===== config.mk =====
export PLATFORM = sky130hd
export DESIGN_NAME = hex_scan_ctrl
export DESIGN_NICKNAME = d
export VERILOG_FILES = /design/src/rtl/hex_scan_ctrl.sv
export SDC_FILE = /design/constraint.sdc
export NUM_CORES = 1
export LEC_CHECK = 0
export BUFFER_PORTS_ARGS = -buffer_cell sky130_fd_sc_hd__buf_2
export CAP_MARGIN = 20
export CORE_MARGIN = 8
export CORE_UTILIZATION = 45
export DETAILED_ROUTE_END_ITERATION = 10
export PLACE_DENSITY = 0.66
export SLEW_MARGIN = 5
export SYNTH_ARGS = -nofsm -noshare
export SYNTH_HDL_FRONTEND = slang
export SYNTH_SLANG_ARGS = --single-unit

===== constraint.sdc =====
create_clock -name clk -period 2.6 [get_ports clk]
set_input_delay 0 -clock clk [delete_from_list [all_inputs] [get_ports clk]]
set_output_delay 0 -clock clk [all_outputs]
set_load 0.02 [all_outputs]

===== src/rtl/hex_scan_ctrl.sv =====
// Scan controller for a bank of multiplexed common-anode seven-segment digits.
// Holds a double-buffered display value and feeds one shared hex decoder a digit at a time.
module hex_scan_ctrl #(
  parameter int NDIG     = 4,
  parameter int PRESCALE = 50000
) (
  input  logic              clk,
  input  logic              rst_n,
  input  logic              en,
  input  logic              lzb,
  input  logic              load_valid,
  output logic              load_ready,
  input  logic [4*NDIG-1:0] load_data,
  output logic [3:0]        nib,
  input  logic [6:0]        seg_in,
  output logic [6:0]        seg_out,
  output logic [NDIG-1:0]   dig_n,
  output logic              frame_done
);

  localparam int IW = (NDIG > 1) ? $clog2(NDIG) : 1;
  localparam int CW = $clog2(PRESCALE);
  localparam logic [IW-1:0]   LAST_IDX = IW'(NDIG - 1);
  localparam logic [IW-1:0]   IDX_ZERO = {IW{1'b0}};
  localparam logic [IW-1:0]   IDX_ONE  = IW'(1);
  localparam logic [CW-1:0]   CNT_MAX  = CW'(PRESCALE - 1);
  localparam logic [CW-1:0]   CNT_ZERO = {CW{1'b0}};
  localparam logic [CW-1:0]   CNT_ONE  = CW'(1);
  localparam logic [NDIG-1:0] DIG_OFF  = {NDIG{1'b1}};
  localparam logic [NDIG-1:0] DIG_ONE  = {{(NDIG-1){1'b0}}, 1'b1};

  logic [CW-1:0]     cnt_r;
  logic [IW-1:0]     idx_r;
  logic [4*NDIG-1:0] shadow_r;
  logic [4*NDIG-1:0] pend_val_r;
  logic              pend_r;
  logic [6:0]        seg_r;
  logic [NDIG-1:0]   dig_n_r;
  logic              frame_done_r;

  logic              tick_s;
  logic              boundary_s;
  logic              take_s;
  logic              commit_s;
  logic              blank_s;
  logic [NDIG-1:0]   zero_from_s;

  assign tick_s     = en && (cnt_r == CNT_MAX);
  assign boundary_s = tick_s && (idx_r == LAST_IDX);
  assign take_s     = load_valid && !pend_r;
  // With the scan stopped there is no frame boundary to wait for, so commit at once.
  assign commit_s   = pend_r && (boundary_s || !en);

  assign nib        = shadow_r[{idx_r, 2'b00} +: 4];
  assign load_ready = ~pend_r;
  assign seg_out    = seg_r;
  assign dig_n      = dig_n_r;
  assign frame_done = frame_done_r;

  // zero_from_s[k]: every shadow nibble from k up to the most significant is zero
  always_comb begin
    logic acc;
    zero_from_s = {NDIG{1'b0}};
    acc         = 1'b1;
    for (int k = NDIG - 1; k >= 0; k--) begin
      acc            = acc && (shadow_r[4*k +: 4] == 4'h0);
      zero_from_s[k] = acc;
    end
  end

  // Blank the current digit when it is a leading zero (digit 0 always shows)
  always_comb begin
    if (lzb && (idx_r != IDX_ZERO)) begin
      blank_s = zero_from_s[idx_r];
    end else begin
      blank_s = 1'b0;
    end
  end

  // Prescaler, digit index and registered segment/digit drive
  always_ff @(posedge clk) begin
    if (!rst_n) begin
      cnt_r        <= CNT_ZERO;
      idx_r        <= IDX_ZERO;
      seg_r        <= 7'b0000000;
      dig_n_r      <= DIG_OFF;
      frame_done_r <= 1'b0;
    end else if (!en) begin
      cnt_r        <= CNT_ZERO;
      idx_r        <= IDX_ZERO;
      seg_r        <= 7'b0000000;
      dig_n_r      <= DIG_OFF;
      frame_done_r <= 1'b0;
    end else begin
      cnt_r        <= tick_s ? CNT_ZERO : (cnt_r + CNT_ONE);
      frame_done_r <= boundary_s;
      if (tick_s) begin
        seg_r   <= blank_s ? 7'b0000000 : seg_in;
        dig_n_r <= ~(DIG_ONE << idx_r);
        idx_r   <= (idx_r == LAST_IDX) ? IDX_ZERO : (idx_r + IDX_ONE);
      end
    end
  end

  // Load handshake into the pending buffer and commit into the shadow value
  always_ff @(posedge clk) begin
    if (!rst_n) begin
      shadow_r   <= {(4*NDIG){1'b0}};
      pend_val_r <= {(4*NDIG){1'b0}};
      pend_r     <= 1'b0;
    end else if (commit_s) begin
      shadow_r <= pend_val_r;
      pend_r   <= 1'b0;
    end else if (take_s) begin
      pend_val_r <= load_data;
      pend_r     <= 1'b1;
    end
  end

endmodule


* Yosys cells after proc, flatten, opt, wreduce, memory -nomap -nowiden
Cells that the tools add are included.
Storage, ports and cells: flip-flop bits (word level) 63, input port bits 28, output and inout port bits 17
Cells by class: shift operators 2, order comparisons 1, muxes and demuxes 5, add/sub/neg operators 2, reduce and logical (&&, ||, !) cells 20, bitwise operators 5, eq/ne operators 2
Operator list (number):
- $add A16 B1 Y16 const B | 1
- $eq A16 B16 Y1 const B | 1
- $logic_not A4 Y1 | 4
- $shiftx A16 B5 Y4 | 1
- $logic_and A1 B1 Y1 | 8
- $mux W7 | 1
- $not A1 Y1 | 4
- $not A4 Y4 | 1
- $reduce_and A2 Y1 | 2
- $shl A1 B2 Y4 const A | 1
- $lt A2 B3 Y1 const B | 1
- $reduce_or A3 Y1 | 1
- $add A2 B1 Y2 const B | 1
- $bmux W1 S2 | 1
- $eq A2 B2 Y1 const B | 1
- $logic_not A1 Y1 | 2
- $mux W1 | 2
- $mux W2 | 1
- $reduce_bool A2 Y1 | 1
- $reduce_or A2 Y1 | 1
- $logic_or A1 B1 Y1 | 1

* Logic depth before layout (Yosys ltp)
Gate-level depths: netlist of run 1.
word-level depth 8, mapped depth 7

* Least setup slack after synthesis of run 1
OpenSTA, ideal clock, no wires.
kind register -> register, from reg cnt_r[0], to reg shadow_r[10], cell stages (with the launch flop) 8, path buffers 2, slack 725 ps, arrival 1804 ps, clock period less this slack 1875 ps, cells stage by stage dfxtp_1 > ha_1 > and3_1 > buf_2 > nand3_1 > o31ai_4 > buf_8 > mux2i_1
Between the ends: word-level cells in the longest chain between the ends 5
RTL lines:
- from (decl) | RTL line 32 | logic [CW-1:0] cnt_r;
- from (signal assigned) | RTL line 95 | cnt_r <= tick_s ? CNT_ZERO : (cnt_r + CNT_ONE);
- $eq A16 B16 Y1 | RTL line 48 | assign tick_s = en && (cnt_r == CNT_MAX);
- $logic_and A1 B1 Y1 | RTL line 48
- $logic_and A1 B1 Y1 | RTL line 49 | assign boundary_s = tick_s && (idx_r == LAST_IDX);
- $logic_or A1 B1 Y1 | RTL line 52 | assign commit_s = pend_r && (boundary_s || !en);
- $logic_and A1 B1 Y1 | RTL line 52
- to (signal assigned) | RTL line 108 | shadow_r <= {(4*NDIG){1'b0}};
- to (signal assigned) | RTL line 112 | shadow_r <= pend_val_r;
- to (decl) | RTL line 34 | logic [4*NDIG-1:0] shadow_r;
No other way between the ends. A chain may end at the register's enable or synchronous reset.

* Worst setup path after layout of run 1
from reg cnt_r[0], to reg seg_r[0], in the netlist seg_out[0]
Between the ends: word-level cells in the longest chain between the ends 2
RTL lines:
- $eq A16 B16 Y1 | RTL line 48
- $logic_and A1 B1 Y1 | RTL line 48
- to (signal assigned) | RTL line 98 | seg_r <= blank_s ? 7'b0000000 : seg_in;
- to (decl) | RTL line 37 | logic [6:0] seg_r;
No other way between the ends.

==> results.md, run 1 <==
* CTS root buf: clkbuf_8
* CP max stage cell: nor3_1
* Vias in the first global route at 2135
* Largest net degree at the start of global routing at 51
* Syn avg cell area at approximately 9.3 sq um
* Area leader, netlist: dfxtp_1
* H-tree depth at 3
* Die extent in y at ~94 um
* Area of the multi-input gates at between 1000 and 1500 sq um
* Critical path peak fanout at 13
* Via/cell ratio at 5.05
* Pleak at 1.28 nW
* First-pass GRT wire length at between 9 and 10 mm
* Commonest non-fill, non-tap cell in the layout: nand2_1
* Post-Syn Nets at 324
* Register area share after synthesis at between 40% and 50%
* Critical R2R Capture: seg_out[0]
* Clock Power Share at 44.4%
* Seq pwr share at between 40% and 50%
* Wirelength per Cell at ~13 um
* Ys flop type: dfxtp_1
* DIE WIDTH at 93.6 um
* Routability cong. at 0.816
* Slew margin rel. at ~50%
* CTS clk-pin slew, worst paths at roughly 0.07 ns
* Yosys Warn Count at 0
* MaxCap Viol Count at 0
* Number of CTS-inserted buffers at 9
* Synth Instances at around 290
* Setup TNS Final at 0 ns
* # setup viols final at 0
* Die ar. at a little under 9000 sq um
* Vias at 2198
* Endpoints failing hold at 0
* Worst r2r src: cnt_r[0]
* Fin crit period at approximately 2.3 ns
* RSZ-0062 raised after global routing: false
* Post-synthesis register bit count at 63
* Worst R2R Path Depth at 5
* Routed wire length at 5.83 mm
* Critical path launch point type: register
* CTS sink count at 63
* CP cell instances: ha_1 > and3_1 > nand3_1 > nor3_1 > a32o_1
* Power per cell area at between 500 and 600 nW/um^2
* Combinational fraction of design power at ~6.6%
* Final Max Tran Viols at 0
* N_diodes at 0
* Critical path capture point: seg_out[0]
* WP data arrival at around 2.6 ns
* Initial antenna violation count at 0
* DRC Markers at 0
* Worst setup path category: reg -> reg
* Max Fclk at 434 MHz
* P_sw at ~450 uW
* Final setup skew at slightly above 0.01 ns
* Worst setup path start: cnt_r[0]
* FF-to-FF setup slack at 0.29 ns
* Tot GR Track Use at between 10 and 15%
* Total core area at between 5000 and 6000 sq um
* Clock buffer depth at 2
* Placed Instances at slightly below 400
* CP top delay family: simple AND/OR/NAND/NOR gates
* Boundary pin count at 45
* Maximum vdd drop at 275 uV
* First-pass iteration count of the detailed router at 4
* Number of flops mapped to enable cells by yosys at 0
* Worst Hold Class: in -> reg
* Mapped cell area at about 2700 sq um
* Unique masters post-synth at 41
* Worst path max stage delay at 0.72 ns
* Fin nets at approximately 390
* Synth area leaders: dfxtp_1 (47%), nand2_1 (10%), mux2i_1 (5.9%)
* DP Wirelength at 4.06 mm
* Worst hold stages at 3
* Most frequent cells in the layout: nand2_1 (73), dfxtp_1 (63), buf_2 (44), dlygate4sd3_1 (23)
* Area grow syn2layout at 25.8%
* DRT antenna net count at 0
* Grt ovf at 0
* Layout cells sized above 1 at between 20% and 30%
* WP data required at between 2 and 3 ns
* Switch share at between 20% and 30%
* Top-area cell type share of the netlist area at 46.5%
* CTS tree: yes
* Storage cell area at between 1000 and 1500 sq um
* Status: finished clean
* Internal at 1.59 mW
* DR iter-0 viols at 68
* Filler cells at between 500 and 600
* Row Count at 28
* Critical Path End Type: register
* Tcrit/Tclk final at ~90%
* Clk_lat worst skew at ~0.34 ns
* Critical Path Stages at 5
* Initial cell density of the core at between 40% and 50%
* Port Buffer Count at between 40 and 50
* FFs w/ async S/R, synth at 0%
* WP buf/inv at 0
* Post-route insts no fill at 435
* Slew of the pin with the lowest slew margin at ~0.76 ns
worst min-delay path: cells and delay by family:
family / cells / cell delay [ns]
compound gates: 1 / 0.06
buf+inv: 1 / 0.12
simple gates: 1 / 0.18
what timing repair did:
action / in CTS / in global routing
gates resized for setup: 0 / 0
buffers inserted: 0 / 0
hold endpoints to repair: 23 / 0
hold buffers: 23 / 0
final cells by class:
type | count | area share (%)
clock buffers | 9 | 3.63
clock inverters | 7 | 2.57
multi-input cells | 208 | 39.9
inverters | 3 | 0.330
flip-flops and latches | 63 | 37.0
repair buffers | 70 | 13.9
well taps | 75 | 2.75
worst min path at each step:
| stage | to | start |
|---|---|---|
| after floorplan | pend_val_r[0] | load_data[0] |
| after global placement | seg_out[4] | seg_in[4] |
| after detailed placement | seg_out[1] | seg_in[1] |
| after CTS | idx_r[0] | rst_n |
| after global routing | idx_r[0] | rst_n |
| final | idx_r[0] | rst_n |
per-stage QoR:
step	hold slack, ns	cell area [sq um]	utilization, %	power (mW)	setup WS, ns
5_1_grt	0.0950	3410	58.0	2.12	0.0922
6_report	0.0640	3410	58.0	2.04	0.294
3_5_place_dp	0.246	2970	50.4	1.13	0.299
2_1_floorplan	0.145	2710	-	1.09	0.725
3_3_place_gp	0.242	2970	50.4	1.13	0.415
4_1_cts	0.0530	3410	58.0	2.06	0.309
power groups by stage:
| stage | sequential, mW | clock, mW | combinational [mW] |
|---|---|---|---|
| after floorplan | 1.02 | 0 | 0.0709 |
| after global placement | 1.02 | 0 | 0.109 |
| after detailed placement | 1.02 | 0 | 0.110 |
| after CTS | 0.998 | 0.927 | 0.136 |
| after global routing | 1.00 | 0.972 | 0.151 |
| final | 0.998 | 0.907 | 0.135 |
registers in the layout (all words and copies together) (netlist names):
signal      cells
pend_r          1
shadow_r       16
frame_done      1
dig_n           4
cnt_r          16
seg_out         7
pend_val_r     16
idx_r           2
synth_stat cells (2+ instances only):
library cell,instances
a21boi_0,16
a21oi_1,6
a32o_1,7
and2_1,3
and4_1,3
buf_2,3
clkbuf_1,13
dfxtp_1,63
ha_1,5
inv_1,3
mux2i_1,16
mux4_2,4
nand2_1,73
nand3_1,9
nand4_1,4
nor2_1,14
nor4_1,5
nor4b_2,2
o21ai_0,7
o311ai_0,3
or4_1,2
xnor2_1,2
xor2_1,10
cell families after synthesis:
family	synth area share [%]
AO/OA/AOI/OAI	13.2
XOR/XNOR	3.88
flip-flops	46.5
AND/OR/NAND/NOR	21.6
buffers and inverters	3.32
adder cells (fa/ha/maj)	2.31
multiplexers	9.23
metal layers:
| metal | vias to the layer above | part of all wire, % | GRT usage (%) |
|---|---|---|---|
| met5 | - | 0 | 0 |
| met4 | 0 | 1.4 | 5.55 |
| met3 | 7 | 5.3 | 5.21 |
| met2 | 40 | 45 | 21.2 |
| met1 | 1007 | 48 | 17.9 |
| li1 | 1144 | - | - |
Note: power is estimated with default switching activity, not from simulation.
==> run 2: changes to the inputs <==
--- a/config.mk
+++ b/config.mk
@@ -5,12 +5,14 @@
 export SDC_FILE = /design/constraint.sdc
 export NUM_CORES = 1
 export LEC_CHECK = 0
+export ABC_AREA = 0
 export BUFFER_PORTS_ARGS = -buffer_cell sky130_fd_sc_hd__buf_2
 export CAP_MARGIN = 20
 export CORE_MARGIN = 8
 export CORE_UTILIZATION = 45
 export DETAILED_ROUTE_END_ITERATION = 10
 export PLACE_DENSITY = 0.66
+export REMOVE_ABC_BUFFERS = 1
 export SLEW_MARGIN = 5
 export SYNTH_ARGS = -nofsm -noshare
 export SYNTH_HDL_FRONTEND = slang
==> run 2 against run 1 <==
  * Critical path depth is the same
  * Final cell count grew 0.23%
  * Via count grew 0.14%
  * Design area shrank 0.66%
==> results.md, run 2 (synthesis results as in run 1) <==
* Busiest grt layer: met2 (unchanged)
* CTS clk-pin slew, worst paths at 0.06 ns (was 0.07 ns)
* Boundary pin count at 45 (unchanged)
* Met1 global-route usage at 16.6% (was 17.9%)
* Tot GR Track Use at 14.4% (was 14.1%)
* Commonest non-fill, non-tap cell in the layout: nand2_1 (unchanged)
* Vias at 2201 (was 2198)
* DIE WIDTH at 93.6 um (unchanged)
* Port Buffer Count at 44 (unchanged)
* CTS sink count at 63 (unchanged)
* Maximum vdd drop at 371 uV (was 275 uV)
* # setup viols final at 0 (unchanged)
* CTS root buf: clkbuf_8 (unchanged)
* Routed wire length at 5.76 mm (was 5.83 mm)
* DR iter-0 viols at 66 (was 68)
* First-pass GRT wire length at 10.0 mm (was 9.92 mm)
* CTS tree: yes (unchanged)
* First-pass iteration count of the detailed router at 4 (unchanged)
* Power per cell area at 546 nW/um^2 (was 598 nW/um^2)
* M2 GR Usage at 23.3% (was 21.2%)
* Hold_buf cts at 24 (was 23)
* Number of CTS-inserted buffers at 9 (unchanged)
* Worst setup path category: reg -> reg (unchanged)
* Cts repair resizes at 0 (unchanged)
* Worst Hold Class: in -> reg (unchanged)
* Max Fclk at 501 MHz (was 434 MHz)
* Die ar. at 8760 sq um (unchanged)
* Area grow syn2layout at 25.0% (was 25.8%)
* WP data required at 2.82 ns (was 2.88 ns)
* Filler cells at 574 (was 527)
* Final setup skew at 0.00626 ns (was 0.0103 ns)
* Layout cells sized above 1 at 19.4% (was 20.0%)
* Met3 Usage GRT at 6.25% (was 5.21%)
* Registers with the most flip-flops: cnt_r: 16 flops, pend_val_r: 16 flops, shadow_r: 16 flops (unchanged)
* Clock buffer depth at 2 (unchanged)
* Setup TNS Final at 0 ns (unchanged)
* Pleak at 1.27 nW (was 1.28 nW)
* Hold WS at 0.0937 ns (was 0.0640 ns)
* Row Count at 28 (unchanged)
* Status: finished clean (unchanged)
* DRT antenna net count at 0 (unchanged)
* Wirelength per Cell at 13.2 um (was 13.4 um)
* Grt ovf at 0 (unchanged)
* Endpoints failing hold at 0 (unchanged)
* Initial cell density of the core at 46.1% (unchanged)
* Critical path launch point type: register (unchanged)
* H-tree depth at 3 (unchanged)
* WP data arrival at 2.22 ns (was 2.59 ns)
* Critical path peak fanout at 8 (was 13)
* RSZ-0062 raised after global routing: false (unchanged)
* N_diodes at 0 (unchanged)
* Final Max Tran Viols at 0 (unchanged)
* Clk_lat worst skew at 0.33 ns (was 0.34 ns)
* Routability cong. at 0.766 (was 0.816)
* Slew of the pin with the lowest slew margin at 0.716 ns (was 0.764 ns)
* Largest net degree at the start of global routing at 49 (was 51)
* DP Wirelength at 3.97 mm (was 4.06 mm)
* Via/cell ratio at 5.05 (about the same)
* Postcts setup bufs at 0 (unchanged)
* Die extent in y at 93.6 um (unchanged)
* Tcrit/Tclk final at 76.7% (was 88.7%)
* Most frequent cells in the layout: nand2_1 (73), dfxtp_1 (63), buf_2 (44), dlygate4sd3_1 (24) (was nand2_1 (73), dfxtp_1 (63), buf_2 (44), dlygate4sd3_1 (23))
* MaxCap Viol Count at 0 (unchanged)
* Fin nets at 391 (was 388)
* Vias in the first global route at 2221 (was 2135)
* Slew margin rel. at 51.9% (was 48.7%)
* Total core area at 5890 sq um (unchanged)
* Fin crit period at 1.99 ns (was 2.31 ns)
* DRC Markers at 0 (unchanged)
* Initial antenna violation count at 0 (unchanged)
* Critical Path End Type: register (unchanged)
-- run 2: path summary, 6_finish.rpt --
check,from,end,slack [ns],cells past startpoint
max reg2reg,cnt_r[0],seg_out[0],0.61,5
min,en,idx_r[1],0.09,3
min reg2reg,pend_val_r[0],shadow_r[0],0.46,2
max,cnt_r[0],seg_out[0],0.61,5
-- run 2: layout make-up --
class	count	area (sq um)	area share [%]
clock buffers	13	159	4.69
clock inverters	1	5.00	0.148
inverters	3	11.3	0.332
multi-input cells	208	1360	40.1
flip-flops and latches	63	1260	37.2
well taps	75	93.8	2.77
repair buffers	73	498	14.7
-- run 2: worst max-delay path, stage by stage (launching register included) --
cell     delay, ns
dfxtp_1       0.37
ha_1          0.19
and3_1        0.31
nor4b_2       0.40
a21oi_1       0.31
a32o_1        0.30
-- run 2: stage by stage --
stage | util (%) | std cells | setup slack (ns) | cell area (sq um) | power (mW)
2_1_floorplan | - | 274 | 0.425 | 2630 | 1.08
3_3_place_gp | 50.7 | 398 | 0.692 | 2980 | 1.13
3_5_place_dp | 50.7 | 398 | 0.620 | 2980 | 1.13
4_1_cts | 57.6 | 436 | 0.602 | 3390 | 1.88
5_1_grt | 57.6 | 436 | 0.406 | 3390 | 1.96
6_report | 57.6 | 436 | 0.606 | 3390 | 1.85
-- run 2: power breakdown --
part           internal (mW)  leakage (nW)  total (mW)  switching, mW
sequential             0.987         0.511       0.999         0.0124
clock                  0.386        0.0854       0.719          0.333
combinational         0.0690         0.678       0.133         0.0641
total                   1.44          1.27        1.85          0.409
-- run 2: layer usage --
layer / up-vias / share of wire, %
met5: - / 0
met4: 0 / 1.1
met3: 6 / 4.5
met2: 38 / 47
met1: 1012 / 48
li1: 1145 / -
